===== src/rtl/fp_cvt_arbiter.sv =====
// Round-robin arbiter sharing one fixed-latency float-to-int32 converter among NREQ requesters.
// Define FP_CVT_ARB_STATS_EN to add the stat_issued / stat_sat counters.
module fp_cvt_arbiter #(
  parameter int NREQ       = 4,
  parameter int LAT        = 2,
  parameter int FIFO_DEPTH = 4,
  parameter int IDW        = 2
) (
  input  logic                 clk,
  input  logic                 rst,
  input  logic [NREQ-1:0]      req_valid,
  input  logic [NREQ*32-1:0]   req_data,
  output logic [NREQ-1:0]      req_ready,
  output logic [31:0]          cvt_a,
  input  logic [31:0]          cvt_z,
  output logic                 rsp_valid,
  input  logic                 rsp_ready,
  output logic [31:0]          rsp_data,
  output logic [IDW-1:0]       rsp_id,
`ifdef FP_CVT_ARB_STATS_EN
  output logic [31:0]          stat_issued,
  output logic [31:0]          stat_sat,
`endif
  output logic                 busy
);
  localparam int AW = (FIFO_DEPTH > 1) ? $clog2(FIFO_DEPTH) : 1;

  logic [IDW-1:0]                 rr_q, rr_d;
  logic [LAT-1:0]                 vld_pipe_q, vld_pipe_d;
  logic [LAT-1:0][IDW-1:0]        id_pipe_q, id_pipe_d;
  logic [FIFO_DEPTH-1:0][31:0]    dat_mem_q, dat_mem_d;
  logic [FIFO_DEPTH-1:0][IDW-1:0] id_mem_q, id_mem_d;
  logic [AW-1:0]                  wr_ptr_q, wr_ptr_d, rd_ptr_q, rd_ptr_d;
  logic [AW:0]                    cnt_q, cnt_d;

  logic           found, can_issue, grant, push, pop;
  logic [IDW-1:0] gnt_idx;
  logic [IDW:0]   arb_idx;
  int             inflight;

  // Credit counts only registered state, so a same-cycle pop frees a slot one cycle later.
  always_comb begin
    inflight = 0;
    for (int s = 0; s < LAT; s++) inflight = inflight + int'(vld_pipe_q[s]);
    can_issue = (int'(cnt_q) + inflight) < FIFO_DEPTH;
  end

  always_comb begin
    found   = 1'b0;
    gnt_idx = '0;
    arb_idx = '0;
    for (int k = 0; k < NREQ; k++) begin
      arb_idx = {1'b0, rr_q} + (IDW+1)'(k);
      if (arb_idx >= (IDW+1)'(NREQ)) arb_idx = arb_idx - (IDW+1)'(NREQ);
      if (!found && req_valid[arb_idx[IDW-1:0]]) begin
        found   = 1'b1;
        gnt_idx = arb_idx[IDW-1:0];
      end
    end
    grant     = found & can_issue & ~rst;
    req_ready = '0;
    if (grant) req_ready[gnt_idx] = 1'b1;
    cvt_a = grant ? req_data[32*int'(gnt_idx) +: 32] : 32'h0;
    rr_d  = rr_q;
    if (grant) rr_d = (gnt_idx == IDW'(NREQ-1)) ? '0 : gnt_idx + IDW'(1);
  end

  always_comb begin
    vld_pipe_d    = '0;
    id_pipe_d     = '0;
    vld_pipe_d[0] = grant;
    id_pipe_d[0]  = grant ? gnt_idx : '0;
    for (int s = 1; s < LAT; s++) begin
      vld_pipe_d[s] = vld_pipe_q[s-1];
      id_pipe_d[s]  = id_pipe_q[s-1];
    end
  end

  assign push      = vld_pipe_q[LAT-1];
  assign rsp_valid = (cnt_q != '0);
  assign pop       = rsp_valid & rsp_ready;
  assign rsp_data  = rsp_valid ? dat_mem_q[rd_ptr_q] : 32'h0;
  assign rsp_id    = rsp_valid ? id_mem_q[rd_ptr_q] : '0;
  assign busy      = (|vld_pipe_q) | rsp_valid;

  always_comb begin
    dat_mem_d = dat_mem_q;
    id_mem_d  = id_mem_q;
    wr_ptr_d  = wr_ptr_q;
    rd_ptr_d  = rd_ptr_q;
    if (push) begin
      dat_mem_d[wr_ptr_q] = cvt_z;
      id_mem_d[wr_ptr_q]  = id_pipe_q[LAT-1];
      wr_ptr_d            = wr_ptr_q + AW'(1);
    end
    if (pop) rd_ptr_d = rd_ptr_q + AW'(1);
    cnt_d = cnt_q + (AW+1)'(push) - (AW+1)'(pop);
  end

`ifdef FP_CVT_ARB_STATS_EN
  logic [31:0] stat_issued_q, stat_issued_d, stat_sat_q, stat_sat_d;
  always_comb begin
    stat_issued_d = stat_issued_q + 32'(grant);
    stat_sat_d    = stat_sat_q + 32'(push && (cvt_z == 32'h8000_0000));
  end
  always_ff @(posedge clk or posedge rst) begin
    if (rst) begin
      stat_issued_q <= '0;
      stat_sat_q    <= '0;
    end else begin
      stat_issued_q <= stat_issued_d;
      stat_sat_q    <= stat_sat_d;
    end
  end
  assign stat_issued = stat_issued_q;
  assign stat_sat    = stat_sat_q;
`endif

  always_ff @(posedge clk or posedge rst) begin
    if (rst) begin
      rr_q       <= '0;
      vld_pipe_q <= '0;
      id_pipe_q  <= '0;
      dat_mem_q  <= '0;
      id_mem_q   <= '0;
      wr_ptr_q   <= '0;
      rd_ptr_q   <= '0;
      cnt_q      <= '0;
    end else begin
      rr_q       <= rr_d;
      vld_pipe_q <= vld_pipe_d;
      id_pipe_q  <= id_pipe_d;
      dat_mem_q  <= dat_mem_d;
      id_mem_q   <= id_mem_d;
      wr_ptr_q   <= wr_ptr_d;
      rd_ptr_q   <= rd_ptr_d;
      cnt_q      <= cnt_d;
    end
  end
endmodule

===== config.mk =====
export PLATFORM = sky130hd
export DESIGN_NAME = fp_cvt_arbiter
export DESIGN_NICKNAME = d
export VERILOG_FILES = /design/src/rtl/fp_cvt_arbiter.sv
export SDC_FILE = /design/constraint.sdc
export NUM_CORES = 1
export LEC_CHECK = 0
export ABC_AREA = 1
export CORE_MARGIN = 2
export CORE_UTILIZATION = 54
export CTS_BUF_LIST = sky130_fd_sc_hd__clkbuf_8
export DETAILED_ROUTE_END_ITERATION = 10
export PLACE_DENSITY_LB_ADDON = 0.3
export SLEW_MARGIN = 15
export SYNTH_ARGS = -nofsm -noshare
export SYNTH_HDL_FRONTEND = slang
export SYNTH_SLANG_ARGS = --single-unit

===== constraint.sdc =====
create_clock -name clk -period 8.53 [get_ports clk]
set_input_delay 1.706 -clock clk [delete_from_list [all_inputs] [get_ports clk]]
set_output_delay 1.706 -clock clk [all_outputs]
set_load 0.05 [all_outputs]

==> results.toml, run 1 <==
[clock_tree]
htree_levels = 4
postCtsSetupBuffers = 0
cts-root-buf = "clkbuf_8"
clock_sinks = 151
post_cts_resized = 0
clk_path_buf_depth = 2
cts_buffers = 17
clk_pin_slew_ns = 0.08
worstSkewPairLatency_ns = 0.45
tritoncts = "done"
ctsHoldBuffers = 0

[drt]
wl_per_cell_um = 14.9
dr.pass1.iters = 5
ant_nets = 0
vias = 8670
routed_wl_mm = 24.4
dr_wl_met3_mm = 1.53
route.met2.wl_mm = 12.0
drt_drc_violations_left = 0
vias_per_cell = 5.29
wl_met1_mm = 9.98
top_layer = "met4"
initialDrtViolationCount = 635

[floorplan]
initial_core_util = 0.547
core_area_um2 = 15700
fp.dieH_um = 130
fp.dieArea_um2 = 16900
die_w_um = 130
io_pins = 239
fp-row-count = 46

[critical_path]
worstRegToRegCells = 13
critPathLaunchType = "primary input"
crit_required_ns = 6.82
regToRegEndpoint = "rr_q[1]"
cp_num_buf_inv = 5
cpPeakStageDelay_ns = 0.82
crit_top_cell = "nand3_1"
cp_max_fo = 36
r2r-start = "rr_q[0]"
critPathKind = "primary input to output pin"
r2r_setup_slack_ns = 5.22
crit_slowest_cell = "clkdlybuf4s50_1"
worstPathCellList = "clkdlybuf4s50_1, inv_1, nand2_1, nand3_1, nand2_2, nor2_4, nand3_1, nand3_1, nand2_2, inv_2, ha_1, inv_1, nor2_1, clkdlybuf4s50_1"
critPathTopFamily = "buffers and inverters"
endpoint_kind = "output pin"
critPathArrivalTime_ns = 5.21

[timing]
setup_viol = 0
holdWs_ns = 0.351
slew_headroom = 0.272
rsz0062_at_grt = "false"
period_needed_ns = 6.92
finalHoldViolations = 0
setup_tns_ns = 0
final.setup_skew_ns = 0.0144
worst_slew_pin_slew_ns = 1.09
fmax_mhz = 145
fin_ws_ns = 1.61
timing.final.max_slew_violations = 0
period_share = 0.811

[global_routing]
grt_pass1_vias = 7960
antenna_found_initial = 0
grt_max_degree = 88
grt_pass1_wl_mm = 38.9
track_usage = 0.290
overflow = 0

[hold_path]
hold_depth = 0
min_to = "id_pipe_q[3]"
min_path_type = "flip-flop to flip-flop"
hold_start = "id_pipe_d[3]"

[place]
dp_hpwl_mm = 16.2
place_ws_ns = 1.66
gp_congestion = 0.937
portBuffers = 238

[synthesis]
synthArstFlopShare = 1.00
synth_ff_type = "dfrtp_1"
synth_top_area_cell = "dfrtp_1"
synth_area_per_cell_um2 = 6.98
synth-seq-cells = 151
synth_edf_count = 0
synth_fp_nets = 1406
syn_inst = 1226
yosys_warnings = 0
syn_area_um2 = 8560
synth.distinct_cells = 27
synth_area_leaders = "dfrtp_1, nand2_1, o21ai_0"
yosysTopAreaCellShare = 0.442
seq_area_frac_synth = 0.442

[layout]
top_register = "dat_mem_q"
multi_input_area_um2 = 3940
finalNetCount = 1588
drive_above_1_share = 0.0443
largest_register_ff_count = 128
num-fill-cells = 1307
largest_registers = "dat_mem_q x128, id_mem_q x8, cnt_q x3"
regArea_um2 = 3780
syn_to_final_growth_pct = 31.9

[flow_run]
drv_cap = 0

[run_status]
status = "complete, no violations"
cells in the final DEF, fill, tap and decap left out:
| master | count |
|---|---|
| clkdlybuf4s50_1 | 238 |
| clkinv_4 | 2 |
| clkinv_2 | 2 |
| nor3_2 | 1 |
| dfrtp_2 | 1 |
| xor2_1 | 2 |
| xnor2_1 | 1 |
| nor2_1 | 146 |
| clkbuf_8 | 17 |
| dfrtp_1 | 150 |
| o21ai_0 | 207 |
| clkinv_1 | 1 |
| buf_6 | 1 |
| nand2_4 | 3 |
| nand2_2 | 7 |
| inv_2 | 4 |
| a21o_1 | 1 |
| diode_2 | 1 |
| o21bai_1 | 1 |
| o21ai_1 | 1 |
| nor2_4 | 1 |
| inv_6 | 7 |
| nand2_1 | 305 |
| a21oi_1 | 67 |
| nand3_1 | 104 |
| a221oi_1 | 1 |
| clkinvlp_4 | 4 |
| inv_8 | 1 |
| nand4_1 | 1 |
| fa_1 | 1 |
| buf_4 | 10 |
| ha_1 | 12 |
| nand3_2 | 2 |
| inv_1 | 119 |
synthesized netlist by cell type (4+ instances only):
master	instances
nand2_1	309
o21ai_0	207
dfrtp_1	151
nor2_1	146
inv_1	121
nand3_1	104
a21oi_1	67
clkbuf_1	55
buf_2	19
ha_1	12
buf_4	7
nand2_2	6
buf_6	4
how the worst max path moves through the flow:
stage / from / end / slack (ns) / cells past startpoint
floorplan: rst / cnt_q[0] / 2.76 / 1
global placement: req_valid[3] / req_ready[3] / 1.74 / 14
detailed placement: req_valid[1] / req_ready[2] / 1.66 / 14
CTS: req_valid[1] / req_ready[2] / 1.66 / 14
global route: req_valid[1] / req_ready[3] / 1.39 / 14
finish: req_valid[1] / req_ready[2] / 1.61 / 14
layer usage:
layer / up-vias / GRT usage
met1: 4033 / 0.375
met3: 59 / 0.0586
met5: - / 0
met4: 0 / 0.125
met2: 321 / 0.477
li1: 4257 / -
per-stage QoR:
step,util,std cells,instance area [µm²]
floorplan,-,1226,8560
global placement,0.697,1605,10900
detailed placement,0.697,1605,10900
CTS,0.720,1637,11300
global route,0.721,1637,11300
finish,0.721,1638,11300
logic make-up (layout without fill, tap and decap cells):
group           after synthesis  in the layout  synth area share
simple gates                570            570             0.270
compound gates              278            278             0.164
buf+inv                     211            406             0.102
flops                       151            151             0.442
fa+ha+maj                    13             13            0.0199
xor+xnor                      3              3           0.00307
other cells                   0              1                 0
cell type report:
type,instances,share of cell area
clock inverters,15,0.0108
repair buffers,249,0.219
clock buffers,17,0.0207
diodes,1,0.000222
multi-input cells,864,0.349
well taps,216,0.0239
inverters,125,0.0420
flip-flops and latches,151,0.335
Power of run 1 is not shown: default switching activity piles up to over one toggle a cycle in this logic, so the estimate is an artifact.
==> inputs of run 2 (changes only) <==
--- a/config.mk
+++ b/config.mk
@@ -7,7 +7,7 @@
 export LEC_CHECK = 0
 export ABC_AREA = 1
 export CORE_MARGIN = 2
-export CORE_UTILIZATION = 54
+export CORE_UTILIZATION = 45
 export CTS_BUF_LIST = sky130_fd_sc_hd__clkbuf_8
 export DETAILED_ROUTE_END_ITERATION = 10
 export PLACE_DENSITY_LB_ADDON = 0.3
==> constraint.sdc (replaced) <==
create_clock -name clk -period 5.7 [get_ports clk]
set_input_delay 1.14 -clock clk [delete_from_list [all_inputs] [get_ports clk]]
set_output_delay 1.14 -clock clk [all_outputs]
set_load 0.05 [all_outputs]
==> results.toml, run 2 (synthesized netlist as in run 1, its figures left out) <==
[layout]
top_register = "dat_mem_q"
layout_commonest_cell = "nand2_1"
largest_registers = "dat_mem_q x128, id_mem_q x8, cnt_q x3"
drive_above_1_share = 0.0702
final_cell_mix = "nand2_1, o21ai_0, clkdlybuf4s50_1"
syn_to_final_growth_pct = 37.2
utilization = 0.628
largest_register_ff_count = 128
finalNetCount = 1591
fin_cells = 1662

[drt]
vias = 8594
routed_wl_mm = 25.0
wl_per_cell_um = 15.0
initialDrtViolationCount = 476
vias_per_cell = 5.17
dr.pass1.iters = 5
drt_drc_violations_left = 0
ant_nets = 0

[flow_run]
drv_cap = 0

[critical_path]
critPathKind = "primary input to output pin"
crit_slowest_cell = "buf_4"
worstPathCellList = "clkdlybuf4s50_1, inv_1, nand2_1, nand3_1, nand2_2, nor2_4, nand3_2, buf_4, nand2_1, buf_4, a21oi_1, buf_12"
cpPeakStageDelay_ns = 0.55
regToRegEndpoint = "rr_q[1]"
worstRegToRegCells = 13
r2r_setup_slack_ns = 2.94
critPathArrivalTime_ns = 3.59
crit_end = "cvt_a[21]"
endpoint_kind = "output pin"
critPathLaunchType = "primary input"
cp_max_fo = 65
crit_start = "req_valid[2]"
crit_required_ns = 4.56
r2r-start = "rr_q[0]"

[clock_tree]
ctsHoldBuffers = 0
cts-root-buf = "clkbuf_8"
clk_pin_slew_ns = 0.08
postCtsSetupBuffers = 0
worstSkewPairLatency_ns = 0.44
post_cts_resized = 0
tritoncts = "done"
htree_levels = 4
clk_path_buf_depth = 2
cts_buffers = 17
clock_sinks = 151

[global_routing]
gr-max-usage-layer = "met2"
grt_pass1_wl_mm = 40.5
grt.met3_usage = 0.0601
grt_pass1_vias = 8313
overflow = 0
met2_usage = 0.427
grt_max_degree = 113
track_usage = 0.251
gr-usage-met1 = 0.304
antenna_found_initial = 4

[timing]
slew_headroom = 0.290
period_needed_ns = 4.73
final.setup_skew_ns = 0.00991
timing.final.max_slew_violations = 0
finalHoldViolations = 0
worst_slew_pin_slew_ns = 1.06
rsz0062_at_grt = "false"
period_share = 0.829
setup_viol = 0
setup_tns_ns = 0
fmax_mhz = 212

[hold_path]
min_path_type = "flip-flop to flip-flop"

[floorplan]
fp.dieH_um = 142
fp.dieArea_um2 = 20100
core_area_um2 = 18700
die_w_um = 142
io_pins = 239
initial_core_util = 0.457
fp-row-count = 50

[place]
gp_congestion = 0.928
portBuffers = 238
place_inst = 1626
dp_hpwl_mm = 16.3

[run_status]
status = "complete, no violations"
## run 2: through the flow
| stage | instance area, µm² | hold WS, ns | setup WS [ns] |
|---|---|---|---|
| finish | 11700 | 0.357 | 0.972 |
| global route | 11700 | 0.371 | 0.740 |
| CTS | 11700 | 0.363 | 0.997 |
| detailed placement | 11300 | 0.341 | 1.00 |
| global placement | 11300 | 0.335 | 1.04 |
| floorplan | 8560 | 0.331 | 0.495 |
## run 2: layout make-up
type,count,area [µm²]
Clock buffer,19,262
Clock inverter,13,131
Inverter,125,474
Timing Repair Buffer,252,2870
Antenna cell,4,10.0
Sequential cell,151,3780
Fill cell,1667,6960
Multi-Input combinational cell,864,3920
Tap cell,234,293
## run 2: metal layers
metal | routed length [µm] | vias up
met5 | 0 | -
met4 | 935 | 0
met3 | 1660 | 58
met2 | 12300 | 324
met1 | 10000 | 3938
li1 | - | 4274
## run 2: worst max-delay path, delay by kind of cell
kind	cells	cell delay [ns]
buffers and inverters	5	1.55
AND/OR/NAND/NOR	6	0.56
AO/OA/AOI/OAI	1	0.30
## run 2: worst min path at each step
stage	end	start	cells after the start
2_1_floorplan	id_pipe_q[2]	id_pipe_d[2]	0
3_3_place_gp	id_pipe_q[3]	id_pipe_d[3]	0
3_5_place_dp	id_pipe_q[3]	id_pipe_d[3]	0
4_1_cts	id_pipe_q[2]	id_pipe_d[2]	0
5_1_grt	id_pipe_q[3]	id_pipe_d[3]	0
6_report	id_pipe_q[2]	id_pipe_d[2]	0
Power of run 2 is left out for the same reason.
==> inputs of run 3 (changes only) <==
--- a/config.mk
+++ b/config.mk
@@ -7,7 +7,7 @@
 export LEC_CHECK = 0
 export ABC_AREA = 1
 export CORE_MARGIN = 2
-export CORE_UTILIZATION = 45
+export CORE_UTILIZATION = 50
 export CTS_BUF_LIST = sky130_fd_sc_hd__clkbuf_8
 export DETAILED_ROUTE_END_ITERATION = 10
 export PLACE_DENSITY_LB_ADDON = 0.3
==> constraint.sdc (replaced) <==
create_clock -name clk -period 4.9 [get_ports clk]
set_input_delay 0.98 -clock clk [delete_from_list [all_inputs] [get_ports clk]]
set_output_delay 0.98 -clock clk [all_outputs]
set_load 0.05 [all_outputs]
==> results.toml, run 3 (synthesized netlist as in run 1, its figures left out) <==
[run_status]
status = "complete, no violations"

[drt]
routed_wl_mm = 25.9
dr.pass1.iters = 5
vias = 8799
wl_per_cell_um = 15.7
drt_drc_violations_left = 0
initialDrtViolationCount = 614
ant_nets = 0
vias_per_cell = 5.34

[floorplan]
initial_core_util = 0.514
core_area_um2 = 16600
fp-row-count = 47
fp.dieH_um = 135
die_w_um = 135
io_pins = 239
fp.dieArea_um2 = 18200

[global_routing]
overflow = 0
antenna_found_initial = 8
grt_pass1_wl_mm = 41.2
grt_pass1_vias = 8482
track_usage = 0.286
grt_max_degree = 72

[clock_tree]
post_cts_resized = 0
cts_buffers = 17
clk_pin_slew_ns = 0.08
clock_sinks = 151
postCtsSetupBuffers = 0
htree_levels = 4
ctsHoldBuffers = 0
clk_path_buf_depth = 2
worstSkewPairLatency_ns = 0.44
tritoncts = "done"
cts-root-buf = "clkbuf_8"

[timing]
slew_headroom = 0.308
worst_slew_pin_slew_ns = 1.04
setup_tns_ns = 0
period_needed_ns = 4.27
setup_viol = 0
finalHoldViolations = 0
period_share = 0.872
final.setup_skew_ns = 0.00698
fmax_mhz = 234
timing.final.max_slew_violations = 0
rsz0062_at_grt = "false"

[critical_path]
critPathLaunchType = "primary input"
cpPeakStageDelay_ns = 0.46
critPathArrivalTime_ns = 3.29
cp_max_fo = 34
crit_required_ns = 3.92
crit_slowest_cell = "inv_2"
endpoint_kind = "output pin"
critPathTopFamily = "buffers and inverters"
crit_top_cell = "nand3_1"
cp_num_buf_inv = 5
worstPathCellList = "clkdlybuf4s50_1, inv_1, nand2_1, nand3_1, nand2_2, nor2_4, nand3_1, nand3_1, nand2_2, inv_2, ha_1, inv_1, nor2_1, buf_12"
critPathKind = "primary input to output pin"

[flow_run]
drv_cap = 0

[layout]
num-fill-cells = 1322
final_cell_mix = "nand2_1, o21ai_0, clkdlybuf4s50_1"
drive_above_1_share = 0.0928
largest_registers = "dat_mem_q x128, id_mem_q x8, cnt_q x3"
syn_to_final_growth_pct = 42.0
layout_commonest_cell = "nand2_1"
top_register = "dat_mem_q"
largest_register_ff_count = 128
finalNetCount = 1589

[place]
portBuffers = 238
dp_hpwl_mm = 17.3
gp_congestion = 0.941

[hold_path]
min_path_type = "flip-flop to flip-flop"
-- run 3: cell types whose count changed in the layout (fill, tap and decap cells not counted), moves of 3 or more --
cell             before  now
clkinvlp_4            3    6
buf_12               38   75
buf_4                12    7
nand2_2              10    6
clkdlybuf4s50_1     202  168
nand2_4               0    4
diode_2               4    7
-- run 3: metal layers --
layer / part of all wire / up-vias / track usage
li1: - / 4263 / -
met2: 0.51 / 351 / 0.486
met1: 0.38 / 4121 / 0.335
met4: 0.038 / 2 / 0.150
met3: 0.074 / 62 / 0.0698
met5: 0.00050 / - / 0
-- run 3: area by class of cell --
| class | count | area (µm²) | area share |
|---|---|---|---|
| antenna | 7 | 17.5 | 0.00144 |
| tap | 220 | 275 | 0.0227 |
| inverter | 125 | 473 | 0.0389 |
| clock inverter | 14 | 184 | 0.0151 |
| sequential | 151 | 3780 | 0.311 |
| timing repair buffer | 250 | 3240 | 0.266 |
| clock buffer | 18 | 248 | 0.0204 |
| multi-input combinational | 864 | 3940 | 0.324 |
-- run 3: metrics by stage --
| step | instance area, µm² | hold WS (ns) | util | instances | setup WS (ns) |
|---|---|---|---|---|---|
| final | 12200 | 0.353 | 0.730 | 1649 | 0.625 |
| after global routing | 12200 | 0.373 | 0.730 | 1649 | 0.389 |
| after CTS | 12100 | 0.355 | 0.728 | 1642 | 0.639 |
| after detailed placement | 11700 | 0.336 | 0.702 | 1610 | 0.649 |
| after global placement | 11700 | 0.336 | 0.702 | 1610 | 0.665 |
| after floorplan | 8560 | 0.331 | - | 1226 | 1.17 |
-- run 3: worst register-to-register path: cells and delay by family (launching register included) --
family | cells | cell delay, ns
simple gates | 9 | 0.82
fa+ha+maj | 1 | 0.43
flops | 1 | 0.54
buf+inv | 2 | 0.71
compound gates | 1 | 0.06
-- run 3: worst paths after layout --
check	start	endpoint	slack, ns	cells past startpoint
worst min-delay path	id_pipe_d[2]	id_pipe_q[2]	0.35	0
worst max-delay path	req_valid[1]	req_ready[2]	0.63	14
min in group asynchronous	rst	id_mem_q[6]	0.93	2
max in group asynchronous	rst	dat_mem_q[67]	3.27	3
worst min register to register	id_pipe_d[2]	id_pipe_q[2]	0.35	0
worst max register to register	rr_q[0]	rr_q[1]	2.24	13
Power of run 3 is left out for the same reason.
